--- src/rtl/filter_stream_sequencer.sv ---
// Forwards exactly one filter's frame-buffer write stream. Source changes are committed at the
// new source's own frame start (addr 0), with a timeout fallback if that frame start never arrives.
module filter_stream_sequencer #(
    parameter int NUM_SRC      = 4,
    parameter int IMG_WIDTH    = 320,
    parameter int IMG_HEIGHT   = 240,
    parameter int DEFAULT_MODE = 0,
    parameter int TIMEOUT_CYC  = 2000000
) (
    input  logic                       clk,
    input  logic                       reset,
    input  logic                       mode_req,
    input  logic [$clog2(NUM_SRC)-1:0] mode_sel,
    input  logic [NUM_SRC-1:0]         src_we,
    input  logic [NUM_SRC*17-1:0]      src_addr,
    input  logic [NUM_SRC*16-1:0]      src_data,
    output logic                       we_out,
    output logic [16:0]                wAddr_out,
    output logic [15:0]                wData_out,
    output logic [$clog2(NUM_SRC)-1:0] active_mode,
    output logic                       switch_pending,
    output logic                       frame_done,
    output logic                       switch_timeout
);

    localparam int          MW        = $clog2(NUM_SRC);
    localparam int          TW        = $clog2(TIMEOUT_CYC + 1);
    localparam logic [16:0] LAST_ADDR = 17'(IMG_WIDTH * IMG_HEIGHT - 1);
    localparam logic [TW-1:0] TIMER_END = TW'(TIMEOUT_CYC - 1);

    typedef enum logic {RUN, PENDING} state_t;

    state_t          state, state_nxt;
    logic [MW-1:0]   active_nxt;
    logic [MW-1:0]   target, target_nxt;
    logic [TW-1:0]   timer, timer_nxt;
    logic            timeout_nxt;
    logic [MW-1:0]   sel_p0;
    logic            req_valid;
    logic            commit;
    logic [16:0]     addr_arr [NUM_SRC];
    logic [15:0]     data_arr [NUM_SRC];

    always_comb begin
        for (int i = 0; i < NUM_SRC; i++) begin
            addr_arr[i] = src_addr[17*i +: 17];
            data_arr[i] = src_data[16*i +: 16];
        end
    end

    assign req_valid      = mode_req && (32'(mode_sel) < NUM_SRC);
    assign commit         = (state == PENDING) && src_we[target] && (addr_arr[target] == 17'd0);
    assign switch_pending = (state == PENDING);

    // Commit takes priority over any request; a request beats the timeout.
    always_comb begin
        state_nxt   = state;
        active_nxt  = active_mode;
        target_nxt  = target;
        timer_nxt   = timer;
        timeout_nxt = 1'b0;
        sel_p0      = active_mode;
        case (state)
            RUN: begin
                timer_nxt = '0;
                if (req_valid && (mode_sel != active_mode)) begin
                    target_nxt = mode_sel;
                    state_nxt  = PENDING;
                end
            end
            PENDING: begin
                timer_nxt = timer + TW'(1);
                if (commit) begin
                    sel_p0     = target;
                    active_nxt = target;
                    state_nxt  = RUN;
                end else if (req_valid && (mode_sel == active_mode)) begin
                    state_nxt = RUN;
                end else if (req_valid && (mode_sel != target)) begin
                    target_nxt = mode_sel;
                    timer_nxt  = '0;
                end else if (timer == TIMER_END) begin
                    active_nxt  = target;
                    timeout_nxt = 1'b1;
                    state_nxt   = RUN;
                end
            end
            default: state_nxt = RUN;
        endcase
    end

    always_ff @(posedge clk) begin
        if (!reset) begin
            state       <= RUN;
            active_mode <= MW'(DEFAULT_MODE);
            target      <= MW'(DEFAULT_MODE);
            timer       <= '0;
        end else begin
            state       <= state_nxt;
            active_mode <= active_nxt;
            target      <= target_nxt;
            timer       <= timer_nxt;
        end
    end

    // Output register stage: one cycle from the selected source to the frame buffer.
    always_ff @(posedge clk) begin
        if (!reset) begin
            we_out         <= 1'b0;
            wAddr_out      <= '0;
            wData_out      <= '0;
            frame_done     <= 1'b0;
            switch_timeout <= 1'b0;
        end else begin
            we_out         <= src_we[sel_p0];
            frame_done     <= src_we[sel_p0] && (addr_arr[sel_p0] == LAST_ADDR);
            switch_timeout <= timeout_nxt;
            if (src_we[sel_p0]) begin
                wAddr_out <= addr_arr[sel_p0];
                wData_out <= data_arr[sel_p0];
            end
        end
    end

endmodule

--- config.mk ---
export PLATFORM = sky130hd
export DESIGN_NAME = filter_stream_sequencer
export DESIGN_NICKNAME = d
export VERILOG_FILES = /design/src/rtl/filter_stream_sequencer.sv
export SDC_FILE = /design/constraint.sdc
export NUM_CORES = 1
export LEC_CHECK = 0
export ABC_AREA = 1
export CAP_MARGIN = 0
export CORE_ASPECT_RATIO = 1.1
export CORE_MARGIN = 5
export CORE_UTILIZATION = 43
export DETAILED_ROUTE_END_ITERATION = 7
export PLACE_DENSITY = 0.82
export SLEW_MARGIN = 40
export SYNTH_ARGS = -nofsm -noshare
export SYNTH_HDL_FRONTEND = slang
export SYNTH_SLANG_ARGS = --single-unit
--- constraint.sdc ---
create_clock -name clk -period 3.23 [get_ports clk]
set_clock_uncertainty 0.2 [all_clocks]
set_input_delay 0.323 -clock clk [delete_from_list [all_inputs] [get_ports clk]]
set_output_delay 0.323 -clock clk [all_outputs]
set_load 0.1 [all_outputs]
Word level (Yosys, flattened, before mapping)
Cells that the tools add are included.
{"block": "classes", "div": 0, "multipliers": 0, "bitwise_logic": 4, "n_eq_ne": 11, "shift": 0, "n_addsub": 1, "n_reduce_logical": 11, "n_lt_le_gt_ge": 4, "mux": 35}
{"op": "$bmux W17 S2", "count": 2}
{"op": "$mux W17", "count": 4}
{"op": "$mux W21", "count": 3}
{"op": "$pmux W21 S2", "count": 1}
{"op": "$bmux W16 S2", "count": 1}
{"op": "$mux W16", "count": 2}
{"op": "$add A21 B1 Y21 const B", "count": 1}
{"op": "$eq A21 B21 Y1 const B", "count": 1}
{"op": "$mux W2", "count": 10}
{"op": "$eq A17 B17 Y1 const B", "count": 1}
{"op": "$logic_not A17 Y1", "count": 1}
{"op": "$ne A2 B2 Y1 const B", "count": 5}
{"op": "$mux W1", "count": 8}
{"op": "$reduce_and A4 Y1", "count": 2}
{"op": "$ge A3 B3 Y1 const B", "count": 2}
{"op": "$logic_and A1 B1 Y1", "count": 6}
{"op": "$lt A2 B3 Y1 const B", "count": 2}
{"op": "$not A2 Y3", "count": 2}
{"op": "$reduce_or A5 Y1", "count": 1}
{"op": "$bmux W1 S2", "count": 2}
{"op": "$ne A2 B2 Y1", "count": 2}
{"op": "$pmux W2 S2", "count": 1}
{"op": "$eq A2 B2 Y1", "count": 1}
{"op": "$ne A2 B1 Y1 const B", "count": 1}
{"op": "3 further kinds", "count": 4}
{"block": "word_totals", "memories": 0, "latchBits": 0, "in_bits": 141, "reg_bits": 62, "romBits": 0, "out_inout_bits": 39, "wordCells": 75, "mem_bits_rw": 0}

Logic depth before layout (Yosys ltp)
Gate-level depths: netlist (run 1).
{"block": "depth", "depth_word": 14, "ltp_mapped": 19, "depth_no_buf": 18}

Least setup slack after synthesis (run 1)
No wires, ideal clock.
{"block": "synth_timing", "kind": "reg-to-reg", "from": "register state (netlist: switch_pending)", "to": "register wData_out[12]", "path_stages_with_launch": 14, "t_required_ns": 2.911, "slack_ns": 0.406, "period_less_slack_ns": 2.824, "n_path_buf": 2, "arrival_time_ns": 2.505, "setup_ns": 0.119, "cell_sequence": "dfxtp_1 > inv_1 > a21oi_4 > nand3_2 > nand2_2 > nand2_1 > o21ai_1 > nand2_1 > nand2_2 > inv_2 > buf_4 > buf_6 > nor2_1 > nor2_1"}
{"block": "synth_between", "elab_chain_cells": 8, "word_cells_on_any_way": 10, "classes_between": "mux (7); bitwise (1); reduce/logical (2)"}
{"element": "start, declared", "line": "33", "text": "state_t state, state_nxt;"}
{"element": "start signal, assigned", "line": "99", "text": "state <= state_nxt;"}
{"element": "$logic_and A1 B1 Y1 (2 in a row)", "line": "52", "text": "assign commit = (state == PENDING) && src_we[target] && (addr_arr[target] == 17'd0);"}
{"element": "$mux W2", "line": "73", "text": "if (commit) begin"}
{"element": "$mux W2 (*)", "line": "63", "text": "case (state)"}
{"element": "$not A2 Y3 (implied by the code)", "line": "120", "text": "wData_out <= data_arr[sel_p0];"}
{"element": "$bmux W16 S2", "line": "120"}
{"element": "$mux W16 (implied by the code) (2 in a row)", "line": "120"}
{"element": "end signal, assigned", "line": "120"}
{"element": "end, declared", "line": "19", "text": "output logic [15:0] wData_out,"}
Mark *: on every way between the ends. The rest lies on a longest branch, timed or not. The select of a mux whose other input is x is not followed.
A chain may end at the register's enable or synchronous reset.

Final worst setup path (run 1)
{"block": "layout_timing", "from": "register target[0]", "to": "register frame_done"}
{"block": "layout_between", "elab_chain_cells": 14, "word_cells_on_any_way": 19, "classes_between": "eq/ne (1); mux (12); bitwise (2); reduce/logical (4)"}
{"element": "start, declared", "line": "35", "text": "logic [MW-1:0] target, target_nxt;"}
{"element": "start signal, assigned", "line": "96", "text": "target <= MW'(DEFAULT_MODE);"}
{"element": "start signal, assigned", "line": "101", "text": "target <= target_nxt;"}
{"element": "$not A2 Y3 (implied by the code)", "line": "52"}
{"element": "$bmux W17 S2", "line": "52"}
{"element": "$mux W17 (implied by the code) (2 in a row)", "line": "52"}
{"element": "$logic_not A17 Y1", "line": "52"}
{"element": "$logic_and A1 B1 Y1", "line": "52"}
{"element": "$mux W2 (*)", "line": "73"}
{"element": "$mux W2 (*)", "line": "63"}
{"element": "$not A2 Y3 (implied by the code)", "line": "116", "text": "frame_done <= src_we[sel_p0] && (addr_arr[sel_p0] == LAST_ADDR);"}
{"element": "$bmux W17 S2", "line": "116"}
{"element": "$mux W17 (implied by the code) (2 in a row)", "line": "116"}
{"element": "$eq A17 B17 Y1", "line": "116"}
{"element": "$logic_and A1 B1 Y1 (*)", "line": "116"}
{"element": "end signal, assigned", "line": "116"}
{"element": "end, declared", "line": "22", "text": "output logic frame_done,"}
Marked as above.

==> impl_metrics.csv, run 1 <==
group,metric,value,unit
synthesis,syn_area,0.00405,sq mm
sta,hold_ws,251,ps
detailed_routing,vias,4990,
sta,slew_viol_final,0,
detailed_routing,wl_per_cell,15.3,um
clock_network,cts_buffers,9,
detailed_routing,drt_wl_total,14.9,mm
pwr,vdd_drop_max,199,uV
sta,slew_headroom,0.578,
min_path,hold_depth,1,
setup_path,crit_buf_inv,2,
clock_network,hold_buffers,0,
global_routing,grt_pass1_wl,23.6,mm
setup_path,worstSetupPathType,"register to register",
setup_path,cp.arrival,2990,ps
min_path,hold_class,"register to register",
clock_network,cts_max_path_buffers,2,
clock_network,clk-insertion-delay-late,330,ps
setup_path,cp_cell_sequence,"inv_2 > nor2_1 > nand3b_1 > a21oi_1 > nand2_1 > nand2_2 > nand3_2 > nand2_2 > buf_12 > nor2_1 > o21ai_1 > nand2_1 > nor2_1 > nand2_1 > nor2_1",
sta,max_freq,341,MHz
pwr,power_density,337,mW/mm^2
synthesis,synth.avg_cell_area,5.99,sq um
synthesis,post_synth_num_cell_types,36,
clock_network,cts_setup_buffers,0,
detailed_routing,firstDrtPassIters,5,
placement,hpwl,12.0,mm
setup_path,max_stage_delay,440,ps
global_routing,gr-usage-all-layers,0.258,
detailed_routing,drt_iter0_drc,279,
floorplan,fp.dieArea,0.0115,sq mm
floorplan,chipWidth,103,um
floorplan,die_y,112,um
synthesis,synth-seq-cells,62,
detailed_routing,ant_nets,0,
finish,synthToLayoutAreaGrowth,48.5,%
sta,rsz0062_at_grt,"false",
sta,setup-tns-final,0,ps
clock_network,root_buffer,"clkbuf_8",
global_routing,grt_pass1_vias,4968,
finish,antenna_cells,0,
global_routing,antenna_found_initial,0,
finish,fin_util,0.647,
synthesis,synthTopCellsByCount,"155 x nand2_1, 128 x nor2_1, 66 x inv_1",
clock_network,clkSinkCount,62,
synthesis,synthTopCellsByArea,"dfxtp_1 31%, nand2_1 14%, nor2_1 12%, nand3_1 7.7%, o21ai_0 7.0%",
synthesis,synth-edff-count,0,
synthesis,synth.largest_area_cell,"dfxtp_1",
clock_network,cts-htree-levels,3,
synthesis,synth_seq_area_share,0.306,
run,max_cap_viol_count,0,
finish,layout.nets,988,
synthesis,async_reset_ff_frac,0,
synthesis,synthFlopType,"dfxtp_1",
setup_path,worstRegToRegCells,15,
placement,port_buffers,179,
global_routing,grt_max_degree,63,
setup_path,cp-end-kind,"register",
sta,setup_viol,0,
floorplan,rows,37,
setup_path,worstPathRequired,3290,ps
clock_network,cts.clk_slew.worst_paths,60,ps
pwr,leakagePower,2.58,nW
setup_path,crit_top_cell,"nor2_1",
synthesis,syn_inst,677,
setup_path,crit_family,"simple AND/OR/NAND/NOR gates",
synthesis,syn_nets,819,
floorplan,start_util,0.436,
floorplan,ios,180,
setup_path,startpoint_type,"register",
outcome,status,"finished, final reports clean",
synthesis,ys.warnings.count,0,
detailed_routing,via_per_inst,5.15,
sta,fin_crit_sh,0.907,
sta,hold_violations,0,
detailed_routing,drc,0,
sta,period_needed,2930,ps
setup_path,path_max_fanout,62,
placement,place_congestion,0.920,
synthesis,synth_top_area_frac,0.306,
global_routing,overflow,0,
clock_network,cts_resized,0,
synthesis,post-synth-top-count-cell,"nand2_1",
setup_path,critical_path_depth,15,
sta,worstMarginPinSlew,625,ps
floorplan,core-area,0.00931,sq mm
clock_network,cts_tree,"yes",
setup_path,crit_slowest_cell,"dfxtp_1",
finish,drive_gt1_frac,0.0940,
## final timing paths
kind	slack, ps	endpoint	from
worst max-delay path	300	frame_done	target[0]
worst min-delay path	250	timer[0]	timer[0]
worst max register to register	300	frame_done	target[0]
worst min register to register	250	timer[0]	timer[0]
## metrics by stage
stage / power (W) / cell area, sq um / setup WS, ps / instances
2_1_floorplan: 0.00117 / 4050 / 406 / 677
3_3_place_gp: 0.00145 / 5850 / 67.9 / 952
3_5_place_dp: 0.00145 / 5840 / 81.3 / 952
4_1_cts: 0.00204 / 6020 / 335 / 968
5_1_grt: 0.00211 / 6020 / 20.9 / 968
6_report: 0.00203 / 6020 / 300 / 968
## cells by family (layout without fill, tap and decap cells)
family                     Yosys count  after routing  synth area share
AOI/OAI and AO/OA                  120            120             0.162
adders and majority gates            1              1           0.00309
xor gates and xnor gates            11             11            0.0238
buffers and inverters              101            275             0.107
and+or+nand+nor                    382            382             0.398
DFF                                 62             62             0.306
## area by class of cell
type,count,area [sq um]
fill,862,3280
multi-input combinational,514,2380
timing repair buffer,189,1820
sequential,62,1240
inverter,70,263
tap,117,146
clock buffer,11,141
clock inverter,5,35.0
## layout by cell type (no fill, tap or decap), drive strengths merged
master / n
o211ai: 1
xnor2: 5
nor4: 1
o2111ai: 1
clkbuf: 11
or2: 1
a2111oi: 1
nor3: 16
a21oi: 34
nand3: 64
xor2: 6
clkinvlp: 1
clkdlybuf4s50: 140
o22ai: 16
and3: 2
nand3b: 4
a31oi: 1
o21a: 1
dfxtp: 62
nor2: 128
clkinv: 5
o21ai: 64
o41ai: 1
buf: 49
nand4: 3
nand2: 162
inv: 69
and2: 1
ha: 1
## sequential cells by signal (all words and copies together), names as in the netlist
register        count
timer              21
wAddr_out          17
wData_out          16
active_mode         2
target              2
frame_done          1
switch_pending      1
switch_timeout      1
we_out              1
## metal layers
| metal | vias to the layer above | track usage | share of wire |
|---|---|---|---|
| met2 | 222 | 0.460 | 0.50 |
| met5 | - | 0 | 0 |
| li1 | 2518 | - | - |
| met3 | 27 | 0.0746 | 0.092 |
| met4 | 0 | 0.0927 | 0.030 |
| met1 | 2223 | 0.285 | 0.37 |
## power by group
part           switching, W  internal [W]
Combinational      0.000367      0.000245
Sequential        0.0000255      0.000796
Clock              0.000295      0.000299
Total              0.000687       0.00134
Power figures use the tool's default switching activity.
==> run 2: changes to the inputs <==
- CORE_UTILIZATION: 43 -> 64
- DONT_BUFFER_PORTS: default -> 1
- PLACE_DENSITY: 0.82 -> 0.8
==> impl_metrics.csv, run 2 (synthesis results as in run 1) <==
group,metric,value,unit
outcome,status,"finished, violations left",
outcome,violations,"hold timing",
min_path,hp-start,"mode_sel[0]",
global_routing,grt-busiest-layer,"met2",
clock_network,cts_max_path_buffers,2,
detailed_routing,drc,0,
pwr,intPower,0.00125,W
clock_network,cts-htree-levels,3,
floorplan,rows,30,
pwr,vdd_drop_max,280,uV
finish,fill_cells,553,
setup_path,cp_cell_sequence,"inv_2 > nor2_1 > nand3b_1 > a21oi_1 > nand2_1 > nand2_2 > nand3_2 > nand2_2 > nand2_1 > o21ai_1 > nand2_1 > nand2_2 > buf_4 > nand2_1 > nor2_1 > nand2_1 > nor2_1",
pwr,switching_share,0.347,
clock_network,cts_setup_buffers,0,
global_routing,overflow,0,
setup_path,worstPathRequired,3310,ps
placement,place_inst,738,
sta,fin_crit_sh,0.854,
sta,hold_ws,-0.349,ps
detailed_routing,firstDrtPassIters,5,
floorplan,ios,180,
clock_network,clk-insertion-delay-late,340,ps
pwr,leakagePower,1.86,nW
setup_path,crit_slowest_cell,"dfxtp_2",
finish,antenna_cells,0,
setup_path,cp.arrival,2830,ps
setup_path,cp-end-kind,"register",
global_routing,met2_usage,0.571,
sta,setup-tns-final,0,ps
placement,port_buffers,0,
setup_path,max_stage_delay,450,ps
sta,rsz0062_at_grt,"false",
setup_path,reg2reg_slack,470,ps
finish,largest_register_ffs,21,
run,max_cap_viol_count,0,
detailed_routing,via_per_inst,5.96,
finish,reg_top3,"timer: 21 flops, wAddr_out: 17 flops, wData_out: 16 flops",
min_path,hold_class,"primary input to register",
detailed_routing,vias,4501,
setup_path,startpoint_type,"register",
sta,slew_viol_final,0,
pwr,pwr-share-comb,0.107,
finish,top_register,"timer",
floorplan,fp.dieArea,0.00803,sq mm
finish,drive_gt1_frac,0.116,
clock_network,cts.clk_slew.worst_paths,70,ps
setup_path,crit_buf_inv,2,
floorplan,chipWidth,85.9,um
floorplan,die_y,93.5,um
floorplan,start_util,0.659,
floorplan,core-area,0.00616,sq mm
setup_path,crit_top_cell,"nand2_1",
clock_network,cts_tree,"yes",
sta,max_freq,363,MHz
detailed_routing,drt_iter0_drc,314,
sta,slew_headroom,0.473,
setup_path,r2r_start,"target[0]",
pwr,p_seq_frac,0.529,
detailed_routing,ant_nets,0,
setup_path,reg2reg_to,"frame_done",
finish,synthToLayoutAreaGrowth,6.98,%
global_routing,gr-usage-all-layers,0.326,
finish,most-common-layout-cells,"155 x nand2_1, 128 x nor2_1, 66 x inv_1, 62 x nand3_1, 57 x o21ai_0",
placement,place_congestion,0.965,
detailed_routing,drt_wl_total,13.1,mm
global_routing,grtUsageMet3,0.0485,
global_routing,grt_max_degree,60,
min_path,hold_depth,2,
setup_path,path_max_fanout,13,
clock_network,cts_buffers,9,
detailed_routing,wl_per_cell,17.3,um
min_path,holdPathEnd,"target[0]",
global_routing,gr-usage-met1,0.404,
finish,layout.nets,812,
finish,final_common_cell,"nand2_1",
clock_network,clkSinkCount,62,
clock_network,root_buffer,"clkbuf_8",
sta,hold_violations,1,
placement,hpwl,10.1,mm
pwr,power_density,441,mW/mm^2
finish,instances_no_fill,755,
global_routing,grt_pass1_vias,4259,
setup_path,worstSetupPathType,"register to register",
setup_path,worstRegToRegCells,17,
sta,period_needed,2760,ps
global_routing,grt_pass1_wl,20.9,mm
sta,setup_viol,0,
global_routing,antenna_found_initial,0,
pwr,clkPwrFrac,0.364,
setup_path,crit_family,"simple AND/OR/NAND/NOR gates",
sta,worstMarginPinSlew,788,ps
pwr,p_sw,0.000663,W
==> run 2: final cells by class <==
class	count	area, sq um	share of cell area
inverter	70	265	0.0612
timing repair buffer	13	110	0.0254
tap	80	100	0.0231
clock buffer	11	141	0.0326
multi-input combinational	514	2380	0.548
clock inverter	5	57.6	0.0133
sequential	62	1280	0.296
==> run 2: stage by stage <==
step	hold WS (ps)	cell area [sq um]	setup WS [ps]	utilization	total power, W
finish	-0.349	4340	473	0.704	0.00191
global route	53.7	4340	104	0.704	0.00197
CTS	1.68	4320	243	0.702	0.00191
detailed placement	235	4110	275	0.668	0.00122
global placement	222	4070	369	0.661	0.00122
floorplan	213	4050	406	-	0.00117
==> run 2: how the worst max path moves through the flow <==
stage                         from       endpoint  slack, ps  depth (start not counted)
finish                   target[0]     frame_done        470                         17
global route             target[0]     frame_done        100                         17
CTS                      target[0]  wAddr_out[14]        240                         14
detailed placement       target[0]     frame_done        270                         17
global placement         target[0]     frame_done        370                         17
floorplan           switch_pending  wData_out[12]        410                         13
==> run 2: metal layers <==
metal / vias to the layer above / share of wire
li1: 2170 / -
met1: 2051 / 0.38
met2: 253 / 0.50
met3: 27 / 0.092
met4: 0 / 0.025
met5: - / 0
==> run 2: worst register-to-register path, delay by kind of cell, from the launching register on <==
family	cells	cell delay, ps
and+or+nand+nor	13	1460
DFF	1	450
buffers and inverters	2	370
AOI/OAI and AO/OA	2	210
==> run 2: repair_timing <==
item,in CTS,in global routing
resized for setup,0,6
hold buffers,1,0
hold endpoints to repair,23,0
setup endpoints to repair,0,22
==> run 2: power groups by stage <==
stage	combinational, W	sequential, W	clock (W)
floorplan	0.000148	0.00103	0
detailed placement	0.000197	0.00103	0
CTS	0.000203	0.00101	0.000694
global route	0.000231	0.00101	0.000730
global placement	0.000194	0.00102	0
finish	0.000205	0.00101	0.000695
